===== config.mk =====
export PLATFORM = sky130hd
export DESIGN_NAME = traffic_light_monitor_flat
export DESIGN_NICKNAME = d
export VERILOG_FILES = /design/src/rtl/traffic_light_monitor_if.sv /design/src/rtl/traffic_light_monitor.sv /design/src/flat_wrapper.sv
export SDC_FILE = /design/constraint.sdc
export NUM_CORES = 1
export LEC_CHECK = 0
export ABC_AREA = 1
export CAP_MARGIN = 10
export CORE_MARGIN = 1
export CORE_UTILIZATION = 26
export DETAILED_ROUTE_END_ITERATION = 8
export SLEW_MARGIN = 20
export SYNTH_ARGS = -nofsm -noshare
export SYNTH_HDL_FRONTEND = slang
export SYNTH_SLANG_ARGS = --single-unit

===== constraint.sdc =====
create_clock -name clk -period 2.1 [get_ports clk]
set_input_delay 0.525 -clock clk [delete_from_list [all_inputs] [get_ports clk]]
set_output_delay 0.525 -clock clk [all_outputs]
set_load 0.02 [all_outputs]

===== src/rtl/traffic_light_monitor_if.sv =====
// Lamp and status bundle between an intersection controller and its passive monitor.
// The monitor side only ever reads the street lamps.
interface traffic_light_monitor_if;
    logic [2:0]  street_a;
    logic [2:0]  street_b;
    logic        err_pulse;
    logic        err_sticky;
    logic [2:0]  err_code;
    logic [15:0] phase_cnt;

    modport master (
        output street_a, street_b,
        input  err_pulse, err_sticky, err_code, phase_cnt
    );

    modport slave (
        input  street_a, street_b,
        output err_pulse, err_sticky, err_code, phase_cnt
    );
endinterface


===== src/rtl/traffic_light_monitor.sv =====
// Passive checker for a two-street traffic light: lamp encoding, sequencing,
// hold timing and green/yellow conflicts, plus a count of completed street-A cycles.
module traffic_light_monitor #(
    parameter int unsigned GREEN_CYC  = 8,
    parameter int unsigned YELLOW_CYC = 2
) (
    input  logic                    clk,
    input  logic                    rst_n,
    traffic_light_monitor_if.slave  bus
);

    typedef enum logic [1:0] {SYNC, RED, GREEN, YELLOW} state_t;

    localparam logic [15:0] GREEN_HOLD  = 16'(GREEN_CYC);
    localparam logic [15:0] YELLOW_HOLD = 16'(YELLOW_CYC);

    logic [2:0]  lamp       [2];
    logic [2:0]  prev_q     [2];
    logic [15:0] hold_q     [2];
    logic [15:0] hold_d     [2];
    state_t      state_q    [2];
    state_t      state_d    [2];
    logic        from_sync_q[2];
    logic        from_sync_d[2];
    logic        enc_err    [2];
    logic        seq_err    [2];
    logic        tim_err    [2];

    logic        conflict;
    logic        any_err;
    logic        phase_inc;
    logic [2:0]  code_d;

    assign lamp[0] = bus.street_a;
    assign lamp[1] = bus.street_b;

    function automatic state_t decode(input logic [2:0] v);
        case (v)
            3'b100:  decode = RED;
            3'b010:  decode = YELLOW;
            3'b001:  decode = GREEN;
            default: decode = SYNC;
        endcase
    endfunction

    function automatic logic is_go(input logic [2:0] v);
        is_go = (v == 3'b001) || (v == 3'b010);
    endfunction

    // Per-street checking; an illegal encoding freezes that street's FSM and hold
    // counter, while values seen during SYNC are never reported as encoding errors.
    always_comb begin
        for (int i = 0; i < 2; i++) begin
            state_d[i]     = state_q[i];
            hold_d[i]      = hold_q[i];
            from_sync_d[i] = from_sync_q[i];
            enc_err[i]     = 1'b0;
            seq_err[i]     = 1'b0;
            tim_err[i]     = 1'b0;
            if (!$onehot(lamp[i])) begin
                enc_err[i] = (state_q[i] != SYNC);
            end else begin
                if (lamp[i] != prev_q[i])
                    hold_d[i] = 16'd1;
                else if (hold_q[i] != 16'hFFFF)
                    hold_d[i] = hold_q[i] + 16'd1;
                state_d[i] = decode(lamp[i]);
                if (state_q[i] == SYNC) begin
                    from_sync_d[i] = 1'b1;
                end else if (state_d[i] != state_q[i]) begin
                    from_sync_d[i] = 1'b0;
                    seq_err[i] = !((state_q[i] == RED    && state_d[i] == GREEN)  ||
                                   (state_q[i] == GREEN  && state_d[i] == YELLOW) ||
                                   (state_q[i] == YELLOW && state_d[i] == RED));
                    if (!from_sync_q[i]) begin
                        if (state_q[i] == GREEN && hold_q[i] != GREEN_HOLD)
                            tim_err[i] = 1'b1;
                        if (state_q[i] == YELLOW && hold_q[i] != YELLOW_HOLD)
                            tim_err[i] = 1'b1;
                    end
                end
            end
        end
    end

    // Lowest code wins when several violations land on the same edge.
    always_comb begin
        conflict  = is_go(lamp[0]) && is_go(lamp[1]);
        any_err   = conflict || enc_err[0] || enc_err[1] || seq_err[0] ||
                    seq_err[1] || tim_err[0] || tim_err[1];
        phase_inc = (state_q[0] == YELLOW) && !from_sync_q[0] && (lamp[0] == 3'b100);
        code_d    = 3'd0;
        if (conflict)        code_d = 3'd1;
        else if (enc_err[0]) code_d = 3'd2;
        else if (enc_err[1]) code_d = 3'd3;
        else if (seq_err[0]) code_d = 3'd4;
        else if (seq_err[1]) code_d = 3'd5;
        else if (tim_err[0]) code_d = 3'd6;
        else if (tim_err[1]) code_d = 3'd7;
    end

    always_ff @(posedge clk or negedge rst_n) begin
        if (!rst_n) begin
            for (int i = 0; i < 2; i++) begin
                prev_q[i]      <= 3'b000;
                hold_q[i]      <= 16'd0;
                state_q[i]     <= SYNC;
                from_sync_q[i] <= 1'b0;
            end
            bus.err_pulse  <= 1'b0;
            bus.err_sticky <= 1'b0;
            bus.err_code   <= 3'd0;
            bus.phase_cnt  <= 16'd0;
        end else begin
            for (int i = 0; i < 2; i++) begin
                prev_q[i]      <= lamp[i];
                hold_q[i]      <= hold_d[i];
                state_q[i]     <= state_d[i];
                from_sync_q[i] <= from_sync_d[i];
            end
            bus.err_pulse <= any_err;
            if (any_err)
                bus.err_sticky <= 1'b1;
            if (any_err && !bus.err_sticky)
                bus.err_code <= code_d;
            if (phase_inc && bus.phase_cnt != 16'hFFFF)
                bus.phase_cnt <= bus.phase_cnt + 16'd1;
        end
    end

endmodule


===== src/flat_wrapper.sv =====
// flat-port wrapper written by rule: the top's interface ports become plain ports
module traffic_light_monitor_flat 
#(
    parameter int unsigned GREEN_CYC  = 8,
    parameter int unsigned YELLOW_CYC = 2
)
  (clk, rst_n, bus_street_a, bus_street_b, bus_err_pulse, bus_err_sticky, bus_err_code, bus_phase_cnt);
  traffic_light_monitor_if bus_i ();
  input  logic clk;
  input  logic rst_n;
  input wire logic [$bits(bus_i.street_a)-1:0] bus_street_a;
  input wire logic [$bits(bus_i.street_b)-1:0] bus_street_b;
  output wire logic [$bits(bus_i.err_pulse)-1:0] bus_err_pulse;
  output wire logic [$bits(bus_i.err_sticky)-1:0] bus_err_sticky;
  output wire logic [$bits(bus_i.err_code)-1:0] bus_err_code;
  output wire logic [$bits(bus_i.phase_cnt)-1:0] bus_phase_cnt;
  assign bus_i.street_a = bus_street_a;
  assign bus_i.street_b = bus_street_b;
  assign bus_err_pulse = bus_i.err_pulse;
  assign bus_err_sticky = bus_i.err_sticky;
  assign bus_err_code = bus_i.err_code;
  assign bus_phase_cnt = bus_i.phase_cnt;
  traffic_light_monitor #(.GREEN_CYC(GREEN_CYC), .YELLOW_CYC(YELLOW_CYC)) u_core (.clk(clk), .rst_n(rst_n), .bus(bus_i));
endmodule

==> summary.md, run 1 <==
| Metric | Value |
|---|---|
| Post-CTS Hold Buffers | 0 |
| Tot GR Track Use | 0.125 |
| Num rows | 44 |
| Vias in the first global route | 3491 |
| Final worst path period need | 1.99 ns |
| Starting Density | 0.267 |
| Slowest stage delay, CP | 0.47 ns |
| Setup TNS | 0 ns |
| Grt ovf | 0 |
| Largest net degree at the start of global routing | 66 |
| CP max FO | 4 |
| Reg2reg start | u_core.hold_q[0] |
| Total wire length | 8910 um |
| Crit path DAT | 2.21 ns |
| Core box area | 0.0145 sq mm |
| Max-capacitance violation count | 0 |
| Max transition margin | 0.740 |
| Combinational share of power | 0.197 |
| Sequential power share | 0.387 |
| Switching Share | 0.286 |
| FF+latch count, synth | 65 |
| Yosys cell types | 38 |
| Static Leak | 2.36 nW |
| Share of layout cells above drive strength 1 | 0.207 |
| Crit path kind | in -> reg |
| Detailed placer's ending HPWL | 6560 um |
| Via count | 3532 |
| GP Congestion | 0.877 |
| Outcome | complete, no violations |
| RSZ-0062 raised after global routing | no |
| Hold Crit Class | in -> async |
| ANT nets after route | 0 |
| Ys async rst share | 1.00 |
| Die height | 124 um |
| VDD IR-drop max | 0.422 mV |
| Int Power | 2.62 mW |
| Setup crit end kind | flop |
| Pwr Density | 723 mW/mm^2 |
| Yosys warnings | 0 |
| Psw | 1.05 mW |
| Final Max Tran Viols | 0 |
| H-tree Lvls | 3 |
| Clock root buffer | clkbuf_16 |
| Net count, final | 603 |
| Most used cell, CP | nand2_2 |
| WL/cell | 11.5 um |
| Reg2Reg Setup Slack | 0.16 ns |
| Overall power | 3.67 mW |
| Mapped Area | 0.00388 sq mm |
| Crit path required time | 2.32 ns |
| IO Port Bufs | 28 |
| Most used DFF post-synth | dfrtp_1 |
| Peak Freq | 503 MHz |
| Mapped Cells | 500 |
| Clock power share | 0.417 |
| Fin Clk Skew | 0.00784 ns |
| Nature of the critical path startpoint | primary input |
| Sinks on Clock Net | 65 |
| Diode count | 0 |
| TritonCTS clock tree | built |
| DRC Markers | 0 |
| Yosys top cell area share | 0.419 |
| Die Wd | 124 um |
| Register area share after synthesis | 0.419 |
| Clock latency on the worst-skew pair | 0.34 ns |
| Leading area contributor after synthesis | dfrtp_1 |
| Routed vias/inst | 4.56 |
| Final period utilization | 0.947 |
| Die area | 0.0154 sq mm |
| Syn_nets | 517 |
| Final Hold Viols | 0 |
| CP max-delay cell | fa_1 |
| Worst Setup SP | bus_street_b[1] |
| Number of flops mapped to enable cells by yosys | 0 |
| I/O pin count | 29 |
| Clk slew on worst S/H paths | 0.06 ns |
| Hold_ws | 0.179 ns |
| CTS Buf Count | 9 |
| Synthesized area per cell | 7.77 sq um |
| Iter 0 DRT Violations | 242 |
| Final core occ | 0.349 |
| Largest cells by area after synthesis | dfrtp_1 42%, nand2_1 12%, inv_1 5.4%, xor2_1 5.0%, nand3_1 4.6% |
| Clock Path Buffers | 2 |
| First-pass GRT wire length | 15600 um |
| 1st-pass router iterations | 4 |
| Final Setup Violations | 0 |
| Cell breakdown of the critical path | clkdlybuf4s15_1 -> inv_2 -> fa_1 -> nor2_4 -> nand2_2 -> nor3_2 -> nand2_1 -> o21ai_2 -> nor2_4 -> nand2_2 -> nand2_2 -> nand2_1 -> o21ai_1 |
| Slew @ Worst Pin | 0.388 ns |
| Initial antenna violation count | 0 |
| Area growth, synth to finish | 30.4% |
## area by class of cell
cell class | instances | area [sq um]
Multi-Input combinational cell | 364 | 2000
Inverter | 67 | 255
Fill cell | 1519 | 9470
Sequential cell | 65 | 1630
Timing Repair Buffer | 79 | 658
Tap cell | 184 | 230
Clock buffer | 12 | 256
Clock inverter | 3 | 40.0
## kinds of logic (layout without fill, tap and decap cells)
family                     Yosys count  in the layout  synth area share
DFF                                 65             65             0.419
AOI/OAI and AO/OA                   57             57            0.0863
adders and majority gates            9              9            0.0328
buffers and inverters               71            161            0.0715
and+or+nand+nor                    264            264             0.314
xor gates and xnor gates            34             34            0.0766
## cells in the mapped netlist, types with 7 or more instances
| cell | n |
|---|---|
| nor2_1 | 45 |
| nand4_1 | 10 |
| nand3_1 | 36 |
| nor3_1 | 18 |
| xnor2_1 | 12 |
| a21oi_1 | 12 |
| nand2_2 | 12 |
| ha_1 | 7 |
| o21ai_0 | 21 |
| dfrtp_1 | 65 |
| nand2_1 | 122 |
| nor2_2 | 7 |
| xor2_1 | 22 |
| o31ai_1 | 11 |
| inv_2 | 9 |
| inv_1 | 56 |
## final timing paths
| kind | depth (start not counted) | endpoint |
|---|---|---|
| min in group clk | 2 | u_core.prev_q[2] |
| max in group asynchronous | 2 | u_core.bus.phase_cnt[4] |
| worst min register to register | 1 | u_core.bus.phase_cnt[14] |
| worst max register to register | 13 | u_core.hold_q[12] |
| worst max-delay path | 13 | u_core.bus.err_code[1] |
| worst min-delay path | 2 | u_core.hold_q[10] |
## registers in the layout (all words and copies together) (netlist names)
| signal | count |
|---|---|
| u_core.bus.err_code | 3 |
| u_core.from_sync_q | 2 |
| u_core.bus.err_sticky | 1 |
| u_core.bus.phase_cnt | 16 |
| u_core.state_q | 4 |
| u_core.bus.err_pulse | 1 |
| u_core.hold_q | 32 |
| u_core.prev_q | 6 |
## per-stage QoR
step                      area [sq um]  setup WS (ns)  std cells
final                             5070          0.111        774
after global routing              5070       0.000645        774
after CTS                         5060        0.00731        771
after detailed placement          4750         -0.635        755
after global placement            4750         -0.615        755
after floorplan                   3910        -0.0143        500
## power groups by stage
| stage | clock network [mW] | registers (mW) | logic, mW |
|---|---|---|---|
| floorplan | 0 | 1.44 | 0.383 |
| global route | 1.63 | 1.43 | 0.808 |
| global placement | 0 | 1.43 | 0.682 |
| detailed placement | 0 | 1.44 | 0.699 |
| CTS | 1.57 | 1.42 | 0.711 |
| finish | 1.53 | 1.42 | 0.721 |
## worst max-delay path, delay by kind of cell
family,cells,cell delay (ns)
compound gates,2,0.25
simple gates,8,0.72
fa+ha+maj,1,0.47
buf+inv,2,0.25
## cell usage in the layout (no fill, tap or decap), types with 10 or more instances in the layout
| cell type | Yosys | final |
|---|---|---|
| nor3_1 | 18 | 16 |
| buf_4 | 0 | 49 |
| nand3_1 | 36 | 36 |
| xor2_1 | 22 | 22 |
| inv_2 | 9 | 13 |
| nand4_1 | 10 | 10 |
| dfrtp_1 | 65 | 65 |
| xnor2_1 | 12 | 12 |
| o21ai_0 | 21 | 21 |
| o31ai_1 | 11 | 11 |
| inv_1 | 56 | 51 |
| nand2_2 | 12 | 13 |
| nand2_1 | 122 | 121 |
| a21oi_1 | 12 | 12 |
| clkdlybuf4s50_1 | 0 | 21 |
| nor2_1 | 45 | 45 |
## per-layer routing
| layer | GRT usage | vias to the layer above | share of wire | routed length [um] |
|---|---|---|---|---|
| li1 | - | 1782 | - | - |
| met1 | 0.151 | 1663 | 0.46 | 4130 |
| met2 | 0.200 | 71 | 0.48 | 4280 |
| met3 | 0.0366 | 16 | 0.036 | 322 |
| met4 | 0.0631 | 0 | 0.021 | 184 |
| met5 | 0 | - | 0 | 0 |
## what timing repair did
action                                  4_1_cts  5_1_grt
buffers inserted                              1        3
resized for setup                            13       12
endpoints found under the setup margin       28       15
pin swaps                                     5        4
No activity file was read; power rests on OpenSTA's default activity.
==> run 2: changes to the inputs <==
--- a/config.mk
+++ b/config.mk
@@ -6,10 +6,12 @@
 export NUM_CORES = 1
 export LEC_CHECK = 0
 export ABC_AREA = 1
-export CAP_MARGIN = 10
+export CELL_PAD_IN_SITES_DETAIL_PLACEMENT = 1
+export CELL_PAD_IN_SITES_GLOBAL_PLACEMENT = 1
 export CORE_MARGIN = 1
 export CORE_UTILIZATION = 26
 export DETAILED_ROUTE_END_ITERATION = 8
+export PLACE_DENSITY_LB_ADDON = 0.1
 export SLEW_MARGIN = 20
 export SYNTH_ARGS = -nofsm -noshare
 export SYNTH_HDL_FRONTEND = slang
==> run 2 against run 1 <==
  * Clock skew shrank 0.0025 ns
  * Non-clock buffer count up 13
  * Hold slack worse by 0.013 ns
  * Global-route usage increased by 2.6 points
  * Maximum frequency rose by 1.9%
  * Sequential power about the same
  * First-iteration DRC count shrank 38%
  * Wire length grew 20%
  * Critical path type is now reg -> out
  * Largest cell class unchanged
==> summary.md, run 2 (synthesis results as in run 1) <==
| Metric | Value |
|---|---|
| Static Leak | 2.44 nW |
| Regs by FF count | u_core.hold_q: 32 flops, u_core.bus.phase_cnt: 16 flops, u_core.prev_q: 6 flops |
| H-tree Lvls | 3 |
| First-pass GRT wire length | 18700 um |
| Die area | 0.0154 sq mm |
| Fin Clk Skew | 0.00537 ns |
| IO Port Bufs | 28 |
| Commonest non-fill, non-tap cell in the layout | nand2_1 |
| I/O pin count | 29 |
| CP max FO | 6 |
| Clock root buffer | clkbuf_16 |
| Met3 WL | 243 um |
| Setup crit end kind | output pin |
| Top delay family on crit path | buffers and inverters |
| Die height | 124 um |
| Starting Density | 0.267 |
| Initial antenna violation count | 0 |
| Crit path required time | 1.57 ns |
| VDD IR-drop max | 0.349 mV |
| Clock latency on the worst-skew pair | 0.34 ns |
| Fill cell count | 1750 |
| Die Wd | 124 um |
| Detailed placer's ending HPWL | 8020 um |
| Num rows | 44 |
| Crit path DAT | 1.43 ns |
| Net count, final | 616 |
| Iter 0 DRT Violations | 149 |
| Largest net degree at the start of global routing | 66 |
| Diode count | 0 |
| CTS Buf Count | 9 |
| Post-CTS Hold Buffers | 0 |
| Sinks on Clock Net | 65 |
| Commonest non-fill, non-tap cells in the layout | 115 x nand2_1, 65 x dfrtp_1, 63 x buf_4 |
| Grt ovf | 0 |
| Number of flip-flops in the largest register | 32 |
| Vias in the first global route | 3829 |
| Via count | 3589 |
| Core box area | 0.0145 sq mm |
| Routed wl met2 | 5180 um |
| Overall power | 3.70 mW |
| Max transition margin | 0.722 |
| ANT nets after route | 0 |
| Final period utilization | 0.930 |
| Routed vias/inst | 4.55 |
| GP Congestion | 0.760 |
| Met1 WL | 5080 um |
| Slowest stage delay, CP | 0.64 ns |
| Final worst path period need | 1.95 ns |
| Tot GR Track Use | 0.151 |
| Clk slew on worst S/H paths | 0.06 ns |
| TritonCTS clock tree | built |
| Total wire length | 10700 um |
| Dpl ws | -0.726 ns |
| WL/cell | 13.5 um |
| Top layer reached by signal wires | met4 |
| Hold Crit Class | in -> async |
| Outcome | complete, no violations |
| Peak Freq | 512 MHz |
| 1st-pass router iterations | 4 |
| Fin worst setup slack | 0.148 ns |
| Critical path buffers and inverters | 1 |
| Reg area | 0.00163 sq mm |
| Final Hold Viols | 0 |
| CP max-delay cell | clkdlybuf4s50_1 |
| DRC Markers | 0 |
| Clock Path Buffers | 2 |
| Crit path kind | reg -> out |
| Final Setup Violations | 0 |
| Cell breakdown of the critical path | clkdlybuf4s50_1 |
| Most flop-heavy register | u_core.hold_q |
| Final Max Tran Viols | 0 |
| Max-capacitance violation count | 0 |
| Nature of the critical path startpoint | flop |
| Pwr Density | 710 mW/mm^2 |
| Multi-input gate area | 0.00206 sq mm |
| Share of layout cells above drive strength 1 | 0.242 |
| Area growth, synth to finish | 34.1% |
| Slew @ Worst Pin | 0.417 ns |
## run 2: path summary, 6_finish.rpt
kind,from,end,slack [ns],cells after the start
setup / recovery,u_core.bus.phase_cnt[6],bus_phase_cnt[6],0.15,1
hold reg to reg,u_core.bus.err_code[0],u_core.bus.err_code[0],0.49,2
hold / removal,rst_n,u_core.hold_q[13],0.17,2
setup reg to reg,u_core.hold_q[0],u_core.hold_q[12],0.17,13
min in group clk,bus_street_b[0],u_core.prev_q[0],0.45,2
max in group asynchronous,rst_n,u_core.hold_q[20],1.56,2
## run 2: layer usage
layer | global-route usage | vias up
li1 | - | 1804
met1 | 0.189 | 1751
met2 | 0.253 | 25
met3 | 0.0341 | 9
met4 | 0.0510 | 0
met5 | 0 | -
## run 2: timing repair
item,CTS,global route
gates resized for setup,20,21
pin swaps,7,8
endpoints found under the setup margin,32,12
setup buffers,4,2
## run 2: metrics by stage
stage | cells | cell area [sq um] | hold WS (ns) | setup TNS, ns | util
after floorplan | 500 | 3910 | 0.229 | -0.0198 | -
after global placement | 766 | 4820 | 0.476 | -20.06 | 0.332
after detailed placement | 766 | 4820 | 0.480 | -20.92 | 0.332
after CTS | 786 | 5150 | 0.219 | 0 | 0.355
after global routing | 788 | 5210 | 0.248 | -0.00829 | 0.358
final | 788 | 5210 | 0.166 | 0 | 0.358
## run 2: power breakdown
part | switching (mW) | internal (mW)
Combinational | 0.453 | 0.329
Sequential | 0.0831 | 1.34
Clock | 0.572 | 0.925
## run 2: cell type report
class	instances	area share
multi-input combinational	364	0.396
timing repair buffer	92	0.143
clock inverter	2	0.00192
inverter	67	0.0485
tap	184	0.0442
clock buffer	14	0.0545
sequential	65	0.312
